## src/rtl/serial_word_deser.sv

```systemverilog
// serial_word_deser: LSB-first serial-to-word deserializer with 2-entry output queue; parity via SERIAL_WORD_DESER_PARITY_EN
module serial_word_deser #(
    parameter int LN   = 8,
    parameter int CNTW = $clog2(LN + 1)
) (
    input  logic          i_clk,
    input  logic          i_reset_n,
    input  logic          i_ce,
    input  logic          i_bit,
    input  logic          i_sync,
    input  logic          i_ready,
    output logic          o_valid,
    output logic [LN-1:0] o_word,
    output logic          o_perr,
    output logic          o_overrun
);
`ifdef SERIAL_WORD_DESER_PARITY_EN
    localparam int EW = LN + 1;
    typedef enum logic {S_DATA, S_PAR} state_t;
    state_t          state;
    logic [LN-1:0]   sreg;
`else
    localparam int EW = LN;
    logic [LN-2:0]   sreg;
`endif
    logic [CNTW-1:0] cnt;
    logic            push;
    logic [LN-1:0]   p_word;
    logic [EW-1:0]   p_ent;
    logic [EW-1:0]   h_ent;
    logic [EW-1:0]   t_ent;
    logic            t_valid;
    logic            pop;
    logic            accept;
    logic            last_bit;
    assign last_bit = cnt == CNTW'(LN - 1);
`ifdef SERIAL_WORD_DESER_PARITY_EN
    // the data word is complete in sreg by the time the parity bit arrives
    assign push   = i_ce & ~i_sync & (state == S_PAR);
    assign p_word = sreg;
    assign p_ent  = {^sreg ^ i_bit, sreg};
    assign o_perr = h_ent[LN];
    always_ff @(posedge i_clk or negedge i_reset_n) begin
        if (!i_reset_n) begin
            sreg  <= '0;
            cnt   <= '0;
            state <= S_DATA;
        end else if (i_sync) begin
            state <= S_DATA;
            cnt   <= CNTW'(i_ce);
            if (i_ce) sreg <= {i_bit, sreg[LN-1:1]};
        end else if (i_ce) begin
            if (state == S_PAR) begin
                state <= S_DATA;
                cnt   <= '0;
            end else begin
                sreg  <= {i_bit, sreg[LN-1:1]};
                cnt   <= last_bit ? '0 : cnt + CNTW'(1);
                state <= last_bit ? S_PAR : S_DATA;
            end
        end
    end
`else
    // the word completes on the same cycle as its last bit, so splice i_bit in directly
    assign push   = i_ce & ~i_sync & last_bit;
    assign p_word = {i_bit, sreg};
    assign p_ent  = p_word;
    assign o_perr = 1'b0;
    always_ff @(posedge i_clk or negedge i_reset_n) begin
        if (!i_reset_n) begin
            sreg <= '0;
            cnt  <= '0;
        end else begin
            if (i_ce) sreg <= p_word[LN-1:1];
            cnt <= i_sync ? CNTW'(i_ce) : i_ce ? (last_bit ? '0 : cnt + CNTW'(1)) : cnt;
        end
    end
`endif
    assign pop    = o_valid & i_ready;
    assign accept = push & (~(o_valid & t_valid) | pop);
    assign o_word = h_ent[LN-1:0];
    always_ff @(posedge i_clk or negedge i_reset_n) begin
        if (!i_reset_n) begin
            o_valid   <= 1'b0;
            t_valid   <= 1'b0;
            h_ent     <= '0;
            t_ent     <= '0;
            o_overrun <= 1'b0;
        end else begin
            o_overrun <= push & ~accept;
            if (pop) begin
                if (t_valid) begin
                    h_ent   <= t_ent;
                    t_valid <= accept;
                    if (accept) t_ent <= p_ent;
                end else begin
                    o_valid <= accept;
                    if (accept) h_ent <= p_ent;
                end
            end else if (accept) begin
                if (o_valid) begin
                    t_valid <= 1'b1;
                    t_ent   <= p_ent;
                end else begin
                    o_valid <= 1'b1;
                    h_ent   <= p_ent;
                end
            end
        end
    end
endmodule
```

## config.mk

```make
export PLATFORM = sky130hd
export DESIGN_NAME = serial_word_deser
export DESIGN_NICKNAME = d
export VERILOG_FILES = /design/src/rtl/serial_word_deser.sv
export SDC_FILE = /design/constraint.sdc
export NUM_CORES = 1
export LEC_CHECK = 0
export BUFFER_PORTS_ARGS = -buffer_cell sky130_fd_sc_hd__buf_4
export CORE_UTILIZATION = 35
export CTS_BUF_LIST = sky130_fd_sc_hd__clkbuf_4
export DETAILED_ROUTE_END_ITERATION = 16
export GPL_ROUTABILITY_DRIVEN = 0
export GPL_TIMING_DRIVEN = 0
export PLACE_DENSITY_LB_ADDON = 0.15
export REMOVE_ABC_BUFFERS = 1
export SLEW_MARGIN = 20
export SYNTH_ARGS = -nofsm -noshare
export SYNTH_HDL_FRONTEND = slang
export SYNTH_SLANG_ARGS = --single-unit
```

## constraint.sdc

```tcl
create_clock -name i_clk -period 1.46 [get_ports i_clk]
set_input_delay 0.146 -clock i_clk [delete_from_list [all_inputs] [get_ports i_clk]]
set_output_delay 0.146 -clock i_clk [all_outputs]
set_load 0.1 [all_outputs]
```

==> impl_metrics.csv, run 1 <==
group,metric,value,unit
min_path,hold_end,"o_overrun$_DFF_PN0_",
power_and_ir_drop,powerDensity,1484,nW/um^2
min_path,hp-start,"i_ready",
run_status,status,"complete, but fails checks",
layout,final_cells,166,
layout,mostFrequentLayoutCells,"dfrtp_1, mux2_2, buf_4, mux2_4, clkbuf_4",
grt,overflow,0,
sta,clock-skew-final,0.01200,ns
layout,area_growth,26.13,%
worst_setup_path,ff2ff_path_depth,5,
yosys,ys_ff_latch,30,
sta,rsz0062_at_grt,"true",
clocking,numCtsBuffers,5,
min_path,min_path_type,"input pin to flop",
power_and_ir_drop,ir_drop,706.9,uV
yosys,synth.avg_cell_area,14.11,um^2
sta,min_period,1.568,ns
drt,first_pass_iters,4,
grt,antenna_found_initial,0,
layout,drive_gt1_share,55.00,%
worst_setup_path,critPathKind,"flop to flop",
clocking,cts.clk_slew.worst_paths,0.09,ns
worst_setup_path,worstReg2RegStart,"cnt[0]$_DFFE_PN0P_",
die,dieArea,4039,um^2
yosys,ys_warn_count,0,
placed_design,portBuffers,15,
layout,num-nets-final,128,
layout,utilization,48.23,%
sta,finalSetupViolCount,16,
yosys,yosys.area.top_type,"dfrtp_1",
yosys,synth.area.top_cells,"dfrtp_1, mux2_2, nand4b_4",
die,die_w,63.56,um
worst_setup_path,worstReg2RegEnd,"t_ent[5]$_DFFE_PN0P_",
min_path,hold_depth,2,
clocking,root_buffer,"clkbuf_4",
clocking,ctsHtreeMaxLevel,2,
clocking,clk_latency,0.33,ns
worst_setup_path,arrival,1.78,ns
drt,routed_wirelength,2.377,mm
sta,finalHoldWorstSlack,0.05043,ns
drt,dr_total_vias,833,
sta,fmax,637.7,MHz
clocking,cts.path.max_buffers,2,
power_and_ir_drop,p_total,2.483,mW
sta,fin_tns_setup,-1.502,ns
clocking,cts.sinks,30,
yosys,synth_top_area_share,56.60,%
power_and_ir_drop,power.leakage,0.8024,nW
drt,wl_per_cell,14.32,um
die,core,3468,um^2
die,rows,21,
grt,grt_pass1_vias,837,
die,die-height,63.56,um
grt,grt_first_pass_wirelength,4.105,mm
worst_setup_path,rrSetupSlack,-0.11,ns
placed_design,dp_hpwl,1.407,mm
drt,drtAntennaViolNets,0,
sta,min_period_over_period,107.4,%
yosys,ys_seq_area_share,56.60,%
layout,final_common_cell,"dfrtp_1",
yosys,synth_area,1326,um^2
worst_setup_path,crit_required,1.67,ns
run,max_cap_violations,0,
drt,vias_per_cell,5.018,
sta,slew_viol_final,0,
sta,hold_violations,0,
clocking,cts_tree,"yes",
worst_setup_path,critPathMaxFanout,8,
die,pin_count,17,
grt,track_usage,13.87,%
worst_setup_path,worstSetupEndpointType,"flop",
layout,diodes,0,
yosys,ys_types,23,
drt,drtIter0Drc,38,
yosys,synthesis.instances,94,
die,initial_utilization,38.24,%
worst_setup_path,start_kind,"flop",
run_status,violations,"setup timing",
sta,setup_ws,-0.1082,ns
grt,grt_max_degree,31,
placed_design,dp.cells,151,
drt,drc_errors,0,
[cell usage after synthesis]
library cell	instances
xnor2_1	1
buf_2	3
ha_1	1
nor2_1	4
nand3_1	1
or3_1	1
conb_1	1
a21oi_1	2
nand2_1	3
nand4_1	1
o22ai_1	1
nor2b_1	2
mux2i_1	1
nor4_4	1
dfrtp_1	30
inv_1	1
o21ai_0	3
xor2_1	2
o21ai_2	1
mux2_2	31
nand4b_4	1
nor4_1	1
buf_4	1
[stage by stage]
step | setup slack (ns) | area, um^2
floorplan | -0.7648 | 1304
global placement | -0.4436 | 1474
detailed placement | -0.4492 | 1474
CTS | -0.1578 | 1630
global route | -0.1648 | 1673
finish | -0.1082 | 1673
[per-layer routing]
metal	vias up	track usage [%]	routed length, um
met5	-	0	0
li1	388	-	-
met4	0	5.114	21
met1	421	17.96	1134
met2	22	20.08	1088
met3	2	6.341	134
[worst max-delay path by stage]
stage	cells past startpoint	endpoint	start
after global placement	4	t_ent[6]$_DFFE_PN0P_	cnt[0]$_DFFE_PN0P_
after global routing	5	t_ent[2]$_DFFE_PN0P_	cnt[1]$_DFFE_PN0P_
after CTS	5	t_ent[5]$_DFFE_PN0P_	cnt[0]$_DFFE_PN0P_
final	5	t_ent[5]$_DFFE_PN0P_	cnt[0]$_DFFE_PN0P_
after floorplan	3	t_ent[7]$_DFFE_PN0P_	o_valid$_DFFE_PN0P_
after detailed placement	4	t_ent[2]$_DFFE_PN0P_	cnt[0]$_DFFE_PN0P_
[sequential cells by signal (all words and copies together) (netlist names)]
name / cells
o_overrun: 1
cnt: 4
t_ent: 8
o_word: 8
t_valid: 1
sreg: 7
o_valid: 1
[power by group]
part | total [mW] | internal (mW) | switching (mW)
Clock | 0.428 | 0.164 | 0.264
Sequential | 1.06 | 0.964 | 0.0912
Combinational | 0.999 | 0.285 | 0.714
[cells by family (layout without fill, tap and decap cells)]
group                      Yosys count  count (layout)  synth area share [%]
muxes                               32              32                 27.08
DFF                                 30              30                 56.60
and+or+nand+nor                     15              15                 8.113
AOI/OAI and AO/OA                    7               7                 3.019
buffers and inverters                5              31                 1.981
xor gates and xnor gates             3               3                 1.981
adders and majority gates            1               1                0.9432
other                                1               1                0.2827
[layout make-up]
type / count / area [um^2]
Clock buffer: 5 / 37.54
Sequential cell: 30 / 752.0
Tap cell: 46 / 57.56
Timing Repair Buffer: 24 / 195.2
Fill cell: 321 / 1795
Multi-Input combinational cell: 59 / 623.1
Clock inverter: 1 / 3.754
Inverter: 1 / 3.754
[what timing repair did]
item / CTS / global route
hold buffers: 1 / 0
setup buffers: 6 / 2
resized for setup: 11 / 6
endpoints found under the hold margin: 30 / 0
pin swaps: 2 / 2
endpoints found under the setup margin: 16 / 16
[critical path: stages (launching register included)]
cell      delay [ns]
dfrtp_1         0.39
ha_4            0.16
nand4b_4        0.13
nor4_4          0.28
buf_12          0.18
mux2_4          0.30
Power figures use the tool's default switching activity.
==> run 2, diff against run 1 <==
--- a/config.mk
+++ b/config.mk
@@ -11,7 +11,7 @@
 export DETAILED_ROUTE_END_ITERATION = 16
 export GPL_ROUTABILITY_DRIVEN = 0
 export GPL_TIMING_DRIVEN = 0
-export PLACE_DENSITY_LB_ADDON = 0.15
+export PLACE_DENSITY = 0.55
 export REMOVE_ABC_BUFFERS = 1
 export SLEW_MARGIN = 20
 export SYNTH_ARGS = -nofsm -noshare
==> impl_metrics.csv, run 2 (synthesis results as in run 1) <==
group,metric,value,unit
run_status,status,"complete, but fails checks",
run_status,violations,"setup timing",
die,core,3468,um^2
die,die_w,63.56,um
sta,min_period,1.580,ns
clocking,cts.clk_slew.worst_paths,0.09,ns
clocking,ctsHtreeMaxLevel,2,
sta,clock-skew-final,0.003680,ns
layout,num-nets-final,126,
grt,grt_max_degree,31,
worst_setup_path,path_cells,"ha_4 > nand4b_4 > buf_6 > o21ai_4 > o21ai_4 > mux2_4",
layout,drive_gt1_share,57.63,%
worst_setup_path,critPathKind,"flop to flop",
worst_setup_path,critPathMaxFanout,8,
worst_setup_path,start_kind,"flop",
sta,finalHoldWorstSlack,0.06591,ns
grt,grt_pass1_vias,859,
layout,multiInputGateArea,640.6,um^2
layout,area_growth,26.04,%
worst_setup_path,worstReg2RegEnd,"o_word[6]$_DFFE_PN0P_",
clocking,root_buffer,"clkbuf_4",
clocking,numCtsBuffers,5,
worst_setup_path,worstSetupEndpointType,"flop",
drt,vias_per_cell,5.018,
die,die-height,63.56,um
sta,setup_ws,-0.1195,ns
drt,wl_per_cell,14.73,um
sta,rsz0062_at_grt,"true",
worst_setup_path,ff2ff_path_depth,6,
grt,overflow,0,
worst_setup_path,slowest_delay,0.42,ns
layout,final_area,1672,um^2
drt,dr_total_vias,823,
grt,grt_first_pass_wirelength,4.181,mm
min_path,hold_end,"o_overrun$_DFF_PN0_",
layout,diodes,0,
grt,track_usage,14.00,%
sta,finalSetupViolCount,16,
sta,slew_viol_final,0,
worst_setup_path,worstReg2RegStart,"cnt[0]$_DFFE_PN0P_",
worst_setup_path,crit_slowest_cell,"dfrtp_1",
die,dieArea,4039,um^2
drt,routed_wirelength,2.415,mm
die,initial_utilization,38.24,%
sta,min_period_over_period,108.2,%
min_path,hp-start,"i_ready",
clocking,clk_latency,0.32,ns
drt,drtAntennaViolNets,0,
clocking,cts_tree,"yes",
sta,fmax,633.1,MHz
layout,mostFrequentLayoutCells,"dfrtp_1, mux2_2, buf_4, mux2_4, clkbuf_4",
placed_design,portBuffers,15,
layout,final_common_cell,"dfrtp_1",
power_and_ir_drop,power.leakage,0.7972,nW
grt,antenna_found_initial,0,
power_and_ir_drop,ir_drop,823.5,uV
clocking,cts.sinks,30,
clocking,cts.path.max_buffers,2,
die,pin_count,17,
min_path,min_path_type,"input pin to flop",
sta,hold_violations,0,
worst_setup_path,worst_path_most_repeated_cell,"o21ai_4",
worst_setup_path,rrSetupSlack,-0.12,ns
placed_design,postPlaceCellArea,1474,um^2
sta,fin_tns_setup,-1.328,ns
drt,drtIter0Drc,29,
worst_setup_path,crit_start,"cnt[0]$_DFFE_PN0P_",
placed_design,dp_hpwl,1.414,mm
layout,n_fill_cell,325,
drt,drc_errors,0,
layout,area.sequential,753.2,um^2
die,rows,21,
min_path,hold_depth,2,
drt,first_pass_iters,3,
power_and_ir_drop,powerDensity,1487,nW/um^2
run,max_cap_violations,0,
worst_setup_path,crit_required,1.67,ns
worst_setup_path,arrival,1.79,ns
[run 2: cell type report]
cell class,count,area share [%]
Multi-Input combinational cell,59,38.32
Inverter,1,0.2246
Tap cell,46,3.443
Sequential cell,30,45.06
Clock inverter,1,0.2246
Timing Repair Buffer,22,10.48
Clock buffer,5,2.246
[run 2: worst max-delay path: cells and delay by family, from the launching register on]
kind	cells	cell delay [ns]
AND/OR/NAND/NOR	1	0.13
buffers and inverters	1	0.15
flip-flops	1	0.42
multiplexers	1	0.32
adder cells (fa/ha/maj)	1	0.17
AO/OA/AOI/OAI	2	0.27
[run 2: power by group]
part	leakage (nW)	internal (mW)	switching, mW
sequential	0.390	0.965	0.0961
combinational	0.383	0.283	0.715
clock	0.0246	0.164	0.262
total	0.797	1.41	1.07
[run 2: what timing repair did]
action / 4_1_cts / 5_1_grt
gates resized for setup: 19 / 6
pin swaps: 2 / 3
endpoints found under the hold margin: 30 / 0
hold buffers: 1 / 0
endpoints found under the setup margin: 16 / 18
setup buffers: 5 / 1
[run 2: layer usage]
metal | vias to the layer above | GRT usage, % | part of all wire, %
li1 | 377 | - | -
met1 | 422 | 17.20 | 47
met2 | 18 | 20.88 | 46
met3 | 6 | 5.797 | 4.5
met4 | 0 | 7.102 | 1.8
met5 | - | 0 | 0
[run 2: worst max path at each step]
stage	depth (start not counted)	slack [ns]	endpoint
after detailed placement	4	-0.43	t_ent[6]$_DFFE_PN0P_
after global placement	4	-0.43	t_ent[6]$_DFFE_PN0P_
after CTS	5	-0.16	t_ent[6]$_DFFE_PN0P_
after floorplan	3	-0.76	t_ent[7]$_DFFE_PN0P_
final	6	-0.12	o_word[6]$_DFFE_PN0P_
after global routing	6	-0.17	o_word[6]$_DFFE_PN0P_
[run 2: metrics by stage]
stage | util [%] | std cells | total power, mW | worst slack [ns]
2_1_floorplan | - | 90 | 1.818 | -0.7648
3_3_place_gp | 42.50 | 151 | 2.023 | -0.4287
3_5_place_dp | 42.50 | 151 | 2.035 | -0.4308
4_1_cts | 47.26 | 163 | 2.498 | -0.1565
5_1_grt | 48.20 | 164 | 2.607 | -0.1700
6_report | 48.20 | 164 | 2.485 | -0.1195
==> run 3, diff against run 2 <==
--- a/config.mk
+++ b/config.mk
@@ -11,7 +11,7 @@
 export DETAILED_ROUTE_END_ITERATION = 16
 export GPL_ROUTABILITY_DRIVEN = 0
 export GPL_TIMING_DRIVEN = 0
-export PLACE_DENSITY = 0.55
+export PLACE_DENSITY = 0.53
 export REMOVE_ABC_BUFFERS = 1
 export SLEW_MARGIN = 20
 export SYNTH_ARGS = -nofsm -noshare
==> constraint.sdc (replaced) <==
create_clock -name i_clk -period 1.5 [get_ports i_clk]
set_input_delay 0.15 -clock i_clk [delete_from_list [all_inputs] [get_ports i_clk]]
set_output_delay 0.15 -clock i_clk [all_outputs]
set_load 0.1 [all_outputs]
==> impl_metrics.csv, run 3 (synthesis results as in run 1) <==
group,metric,value,unit
sta,slew_viol_final,0,
sta,clock-skew-final,0.006671,ns
drt,routed_wirelength,2.380,mm
worst_setup_path,slowest_delay,0.40,ns
drt,first_pass_iters,4,
sta,min_period_over_period,105.5,%
drt,drtAntennaViolNets,0,
sta,finalHoldWorstSlack,0.05333,ns
die,dieArea,4039,um^2
die,die-height,63.56,um
worst_setup_path,critPathKind,"flop to flop",
clocking,root_buffer,"clkbuf_4",
power_and_ir_drop,ir_drop,884.9,uV
drt,dr_total_vias,810,
worst_setup_path,worstSetupEndpointType,"flop",
clocking,ctsHtreeMaxLevel,2,
die,pin_count,17,
die,initial_utilization,38.24,%
sta,min_period,1.582,ns
run_status,violations,"setup timing",
layout,area_growth,26.79,%
worst_setup_path,crit_family,"simple AND/OR/NAND/NOR gates",
worst_setup_path,arrival,1.80,ns
worst_setup_path,crit_slowest_cell,"dfrtp_1",
drt,vias_per_cell,4.793,
run,max_cap_violations,0,
grt,grt_pass1_vias,857,
clocking,cts.path.max_buffers,2,
grt,overflow,0,
sta,fin_tns_setup,-1.027,ns
min_path,min_path_type,"input pin to flop",
placed_design,dp_hpwl,1.389,mm
worst_setup_path,start_kind,"flop",
layout,n_fill_cell,337,
layout,diodes,0,
placed_design,dp.cells,151,
drt,wl_per_cell,14.08,um
worst_setup_path,path_cells,"ha_4 > nand4b_4 > nor4_4 > buf_6 > mux2_4",
layout,drive_gt1_share,56.10,%
die,die_w,63.56,um
layout,num-nets-final,129,
sta,rsz0062_at_grt,"true",
worst_setup_path,crit_required,1.72,ns
power_and_ir_drop,powerDensity,1463,nW/um^2
layout,final_cells,169,
power_and_ir_drop,p_total,2.461,mW
sta,fmax,632.1,MHz
sta,setup_ws,-0.08212,ns
clocking,clk_latency,0.33,ns
grt,antenna_found_initial,0,
clocking,numCtsBuffers,5,
grt,grt_max_degree,31,
sta,finalSetupViolCount,16,
clocking,cts_tree,"yes",
clocking,cts.sinks,30,
layout,final_common_cell,"dfrtp_1",
worst_setup_path,crit_start,"cnt[1]$_DFFE_PN0P_",
grt,track_usage,14.02,%
clocking,cts.clk_slew.worst_paths,0.09,ns
drt,drtIter0Drc,82,
die,core,3468,um^2
layout,mostFrequentLayoutCells,"dfrtp_1, mux2_2, buf_4, mux2_4, clkbuf_4",
placed_design,portBuffers,15,
worst_setup_path,critPathMaxFanout,4,
worst_setup_path,critPathBufInv,1,
die,rows,21,
drt,drc_errors,0,
min_path,hp-start,"i_ready",
worst_setup_path,rrSetupSlack,-0.08,ns
sta,hold_violations,0,
power_and_ir_drop,power.leakage,0.8157,nW
worst_setup_path,worstReg2RegStart,"cnt[1]$_DFFE_PN0P_",
run_status,status,"complete, but fails checks",
grt,grt_first_pass_wirelength,4.112,mm
-- run 3: worst reg2reg max path: stages (launching register included) --
cell      delay, ns
dfrtp_1        0.40
ha_4           0.16
nand4b_4       0.12
nor4_4         0.30
buf_6          0.18
mux2_4         0.30
-- run 3: cell type report --
| class | count | area [um^2] | share of cell area (%) |
|---|---|---|---|
| Sequential cell | 30 | 750.7 | 44.64 |
| Multi-Input combinational cell | 59 | 618.1 | 36.76 |
| Timing Repair Buffer | 25 | 197.7 | 11.76 |
| Tap cell | 46 | 57.56 | 3.423 |
| Clock buffer | 6 | 45.04 | 2.679 |
| Clock inverter | 2 | 8.758 | 0.5208 |
| Inverter | 1 | 3.754 | 0.2232 |
-- run 3: per-stage QoR --
step                worst slack, ns  cell area, um^2  utilization [%]
detailed placement          -0.4030             1474            42.50
global placement            -0.3831             1474            42.50
CTS                         -0.1291             1649            47.55
floorplan                   -0.7248             1304                -
finish                     -0.08212             1682            48.48
global route                -0.1356             1682            48.48
-- run 3: repair_timing --
| item | 4_1_cts | 5_1_grt |
|---|---|---|
| buffers inserted | 7 | 2 |
| hold endpoints to repair | 30 | 0 |
| hold buffers | 1 | 0 |
| setup endpoints to repair | 16 | 18 |
| gates resized for setup | 15 | 4 |
| pin swaps | 2 | 2 |
-- run 3: final timing paths --
check,endpoint,cells after the start
hold / removal,o_overrun$_DFF_PN0_,2
hold reg to reg,o_word[1]$_DFFE_PN0P_,1
setup reg to reg,t_ent[3]$_DFFE_PN0P_,5
setup / recovery,t_ent[3]$_DFFE_PN0P_,5
min in group asynchronous,t_ent[5]$_DFFE_PN0P_,2
max in group asynchronous,cnt[3]$_DFFE_PN0P_,2
-- run 3: power breakdown --
group	leakage (nW)	internal, mW	total [mW]	switching, mW
Clock	0.0331	0.194	0.464	0.270
Sequential	0.392	0.938	1.03	0.0897
Combinational	0.391	0.276	0.969	0.693
Total	0.816	1.41	2.46	1.05
-- run 3: layer usage --
metal  global-route usage (%)  wire length, um  vias to the layer above
met1                    18.74             1241                      395
li1                         -                -                      390
met5                        0                0                        -
met2                    19.55              980                       18
met4                    8.523               55                        0
met3                    4.348              103                        7
